==> src/rtl/multi_clkgen.sv <==
// N-channel programmable clock/pulse generator running off the system clock.
// Each channel has a shadow-buffered period/high/phase config that only takes effect at period boundaries.
module multi_clkgen #(
    parameter int NUM_CH = 4,
    parameter int CNT_W  = 16
) (
    input  logic                    clk,
    input  logic                    rst_n,
    input  logic [NUM_CH-1:0]       en,
    input  logic [NUM_CH-1:0]       cfg_load,
    input  logic [NUM_CH*CNT_W-1:0] cfg_period,
    input  logic [NUM_CH*CNT_W-1:0] cfg_high,
    input  logic [NUM_CH*CNT_W-1:0] cfg_phase,
    output logic [NUM_CH-1:0]       clk_out,
    output logic [NUM_CH-1:0]       period_stb,
    output logic [NUM_CH-1:0]       cfg_err
);

    typedef enum logic [1:0] {IDLE, PHASE, HIGH, LOW} state_t;

    typedef struct packed {
        logic [CNT_W-1:0] period;
        logic [CNT_W-1:0] high;
        logic [CNT_W-1:0] phase;
    } cfg_t;

    localparam logic [CNT_W-1:0] ONE     = CNT_W'(1);
    localparam cfg_t             CFG_RST = '{period: CNT_W'(2), high: CNT_W'(1), phase: '0};

    for (genvar c = 0; c < NUM_CH; c++) begin : g_ch
        state_t           state_q, state_d;
        logic [CNT_W-1:0] cnt_q, cnt_d, cnt_inc;
        cfg_t             shadow_q, active_q, active_d, cfg_in;
        logic             out_q, out_d;
        logic             stb_q, stb_d;
        logic             err_q, err_d;

        assign cfg_in.period = cfg_period[c*CNT_W +: CNT_W];
        assign cfg_in.high   = cfg_high[c*CNT_W +: CNT_W];
        assign cfg_in.phase  = cfg_phase[c*CNT_W +: CNT_W];
        assign cnt_inc       = cnt_q + ONE;

        // In HIGH/LOW, cnt is the position within the current period; outputs
        // are decoded from the present state and registered, so they lag the
        // state by one edge except for the immediate stop on en=0.
        // NOTE: every always_comb output gets a default first so no latch is inferred.
        always_comb begin
            state_d  = state_q;
            cnt_d    = cnt_q;
            active_d = active_q;
            err_d    = err_q;
            out_d    = 1'b0;
            stb_d    = 1'b0;
            if (!en[c]) begin
                state_d = IDLE;
                cnt_d   = '0;
            end else begin
                out_d = (state_q == HIGH);
                stb_d = (state_q == HIGH || state_q == LOW) && (cnt_q == '0);
                unique case (state_q)
                    IDLE: begin
                        active_d = shadow_q;
                        if (shadow_q.period == '0) begin
                            err_d = 1'b1;
                        end else if (shadow_q.phase == '0) begin
                            state_d = (shadow_q.high != '0) ? HIGH : LOW;
                            cnt_d   = '0;
                        end else begin
                            state_d = PHASE;
                            cnt_d   = shadow_q.phase - ONE;
                        end
                    end
                    PHASE: begin
                        if (cnt_q == '0) state_d = (active_q.high != '0) ? HIGH : LOW;
                        else             cnt_d   = cnt_q - ONE;
                    end
                    HIGH, LOW: begin
                        if (cnt_q == active_q.period - ONE) begin
                            // Period boundary: the only point where a new config is adopted.
                            active_d = shadow_q;
                            cnt_d    = '0;
                            if (shadow_q.period == '0) begin
                                state_d = IDLE;
                                err_d   = 1'b1;
                            end else begin
                                state_d = (shadow_q.high != '0) ? HIGH : LOW;
                            end
                        end else begin
                            cnt_d   = cnt_inc;
                            state_d = (cnt_inc < active_q.high) ? HIGH : LOW;
                        end
                    end
                endcase
            end
            // A valid load wins over a same-cycle error set; the channel then restarts from IDLE.
            if (cfg_load[c] && cfg_in.period != '0) err_d = 1'b0;
        end

        // NOTE: sequential state uses non-blocking assignments so all registers update together.
        always_ff @(posedge clk or negedge rst_n) begin
            if (!rst_n) begin
                state_q  <= IDLE;
                cnt_q    <= '0;
                // NOTE: config registers are reset to a usable default so an enable without a prior load still runs.
                shadow_q <= CFG_RST;
                active_q <= CFG_RST;
                out_q    <= 1'b0;
                stb_q    <= 1'b0;
                err_q    <= 1'b0;
            end else begin
                state_q  <= state_d;
                cnt_q    <= cnt_d;
                active_q <= active_d;
                out_q    <= out_d;
                stb_q    <= stb_d;
                err_q    <= err_d;
                if (cfg_load[c]) shadow_q <= cfg_in;
            end
        end

        assign clk_out[c]    = out_q;
        assign period_stb[c] = stb_q;
        assign cfg_err[c]    = err_q;
    end

endmodule

==> config.mk <==
export PLATFORM = sky130hd
export DESIGN_NAME = multi_clkgen
export DESIGN_NICKNAME = d
export VERILOG_FILES = /design/src/rtl/multi_clkgen.sv
export SDC_FILE = /design/constraint.sdc
export NUM_CORES = 1
export LEC_CHECK = 0
export CAP_MARGIN = 10
export CORE_UTILIZATION = 35
export CTS_BUF_LIST = sky130_fd_sc_hd__clkbuf_16
export CTS_CLUSTER_DIAMETER = 30
export DETAILED_ROUTE_END_ITERATION = 10
export PLACE_DENSITY_LB_ADDON = 0.25
export SYNTH_ARGS = -nofsm -noshare
export SYNTH_HDL_FRONTEND = slang
export SYNTH_SLANG_ARGS = --single-unit
export TNS_END_PERCENT = 20
==> constraint.sdc <==
create_clock -name clk -period 6.8 [get_ports clk]
set_input_delay 0.68 -clock clk [delete_from_list [all_inputs] [get_ports clk]]
set_output_delay 0.68 -clock clk [all_outputs]
set_load 0.005 [all_outputs]
==> reports/metrics.yaml <==
tritoncts: "done"
final.setup_skew_ns: 0.0292
finish.instance_area_um2: 30900
relSlewSlack: 0.168
nets: 2881
finalHoldViolCount: 0
cap_violations: 0
vdd_drop_max_uv: 225
clock-sinks: 404
drtAntennaViolNets: 0
min_period_over_period: 0.567
post_cts_buffers: 0
dpl_cell_area_um2: 27100
drtIter0Drc: 1221
die_w_um: 266
htreeDepth: 3
max-clock-path-buffers: 3
start_kind: "register"
track_usage: 0.186
gp_congestion: 0.899
synth-seq-area-share: 0.414
ys_seq_elements: 404
crit_required_ns: 7.31
port_buffers: 213
power_density_nw_per_um2: 456
worstPathArrival_ns: 4.36
worst-setup-path-type: "reg -> reg"
reg2reg_from: "g_ch[1].active_q[36]$_DFFE_PN0P_"
hold_start: "g_ch[0].active_q[22]$_DFFE_PN0P_"
crit_path_end_kind: "register"
fin_setup_tns_ns: 0
timing.final.crit_period_ns: 3.85
setup_viol: 0
insertion_delay_ns: 0.65
tightestPinTransition_ns: 1.24
antenna_found_initial: 0
die_y_um: 266
cts_resized: 0
synthesis.nets: 2710
status: "completed"
grt_pass1_vias: 19700
path_max_fanout: 15
diodes: 0
root_buffer: "clkbuf_16"
slew_violations: 0
drcViolationCount: 0
avgSynthCellArea_um2: 10.1
clkTransAtPathRegs_ns: 0.04
syn-cell-area_um2: 24500
ys_types: 92
dr.pass1.iters: 5
synth_edf_count: 0
synthFlopType: "dfrtp_1"
netlist_instances: 2427
dieArea_um2: 70900
yosys_warnings: 0
utilization: 0.449
fin_cells: 3623
grt_overflow_total: 0
num_vias: 19300
drive_gt1_frac: 0.183
nFillCells: 6412
dp_cells: 3420
grt_pass1_wl_um: 107000
hpwl_um: 47400
coreArea_um2: 68800
cts_buffers: 106
area_growth_pct: 26.3
regToRegSetupSlack_ns: 2.95
initial_core_util: 0.355
wl_um: 65700
holdBufCountCts: 1
power.leakage_nw: 12.7
startpoint: "g_ch[1].active_q[36]$_DFFE_PN0P_"
fp-row-count: 96
postSynth.asyncResetShare: 1.00
fmax_ghz: 0.259
grt_max_degree: 178
holdCritPathClass: "reg -> reg"
via_per_inst: 5.33
grt_setup_unrepaired: "no"
routedWlPerCell_um: 18.1
boundaryPins: 214
layer usage:
metal	wire, um	track usage	vias up
li1	-	-	9204
met1	30000	0.251	9512
met2	30500	0.297	486
met3	3300	0.0335	123
met4	1900	0.0680	0
met5	0	0	-
cells in the final DEF (no fill, tap or decap), drive strengths merged, types with 21 or more instances in the layout:
cell	synthesis	final
dfrtp	388	388
mux2	314	314
clkdlybuf4s50	0	208
nand2	141	141
nor2	139	139
inv	118	131
xnor2	112	112
clkbuf	107	108
o21ai	108	108
nor4	100	100
xor2	89	89
ha	81	81
a21oi	76	76
nor3	65	65
clkinv	0	47
nand4	41	41
nand3	41	41
a211oi	40	40
or3	29	29
and3	25	25
nor2b	24	24
or4	22	22
nand2b	21	21
where the power goes:
group | internal (mW) | switching (mW)
Sequential | 3.13 | 1.21
Combinational | 2.17 | 2.39
Clock | 3.62 | 1.57
path summary, 6_finish.rpt:
path                            cells past startpoint                          endpoint
max in group asynchronous                           3      g_ch[3].cnt_q[8]$_DFFE_PN0P_
worst max register to register                      8      g_ch[1].cnt_q[3]$_DFFE_PN0P_
worst min register to register                      1  g_ch[0].active_q[22]$_DFFE_PN0P_
min in group asynchronous                           2  g_ch[2].shadow_q[23]$_DFFE_PN0P_
worst max-delay path                                8      g_ch[1].cnt_q[3]$_DFFE_PN0P_
worst min-delay path                                1  g_ch[0].active_q[22]$_DFFE_PN0P_
cells by family (layout without fill, tap and decap cells):
family,count (synthesis),after routing,share of synthesized area
XOR/XNOR,201,201,0.0720
AO/OA/AOI/OAI,403,403,0.112
adder cells (fa/ha/maj),81,81,0.0414
multiplexers,328,328,0.150
flip-flops,404,404,0.414
AND/OR/NAND/NOR,731,731,0.162
buffers and inverters,279,544,0.0481
cell usage after synthesis (25+ instances only):
| library cell | count | area, um2 |
|---|---|---|
| a211oi_1 | 39 | 293 |
| a21oi_1 | 75 | 375 |
| and3_1 | 25 | 156 |
| clkbuf_1 | 107 | 402 |
| dfrtp_1 | 388 | 9710 |
| ha_1 | 81 | 1010 |
| inv_1 | 118 | 443 |
| mux2_1 | 76 | 856 |
| mux2_2 | 238 | 2680 |
| nand2_1 | 141 | 529 |
| nand3_1 | 41 | 205 |
| nand4_1 | 41 | 257 |
| nor2_1 | 139 | 522 |
| nor3_1 | 64 | 320 |
| nor4_1 | 96 | 601 |
| o21ai_0 | 93 | 465 |
| or3_1 | 29 | 181 |
| xnor2_1 | 112 | 981 |
| xor2_1 | 89 | 780 |
stage by stage:
stage / hold WS (ns) / worst slack [ns] / power [mW]
after floorplan: 0.384 / 3.48 / 7.56
final: 0.492 / 2.95 / 14.1
after CTS: 0.494 / 2.95 / 14.2
after detailed placement: 0.485 / 2.97 / 8.90
after global placement: 0.475 / 3.12 / 8.77
after global routing: 0.523 / 2.68 / 15.0
state kept, by name, summed over array words and instances, names as in the netlist:
| name | cells |
|---|---|
| g_ch.active_q | 128 |
| g_ch.cnt_q | 64 |
| g_ch.err_q | 4 |
| g_ch.out_q | 4 |
| g_ch.shadow_q | 192 |
| g_ch.state_q | 8 |
| g_ch.stb_q | 4 |
area by class of cell:
class | count | area [um2] | area share
flip-flops and latches | 404 | 10100 | 0.328
well taps | 931 | 1160 | 0.0377
multi-input cells | 1744 | 13200 | 0.426
clock buffers | 108 | 2700 | 0.0875
repair buffers | 224 | 2230 | 0.0721
clock inverters | 94 | 1070 | 0.0346
inverters | 118 | 443 | 0.0143
worst max-delay path: stages, from the launching register on:
cell	delay [ns]
dfrtp_1	0.43
or4_1	0.65
o41ai_1	0.51
o2111a_1	0.27
o211ai_1	0.10
or4_1	0.41
o21ai_1	0.96
nor3_1	0.15
o22a_1	0.23
(Power assumes the default switching activity.)
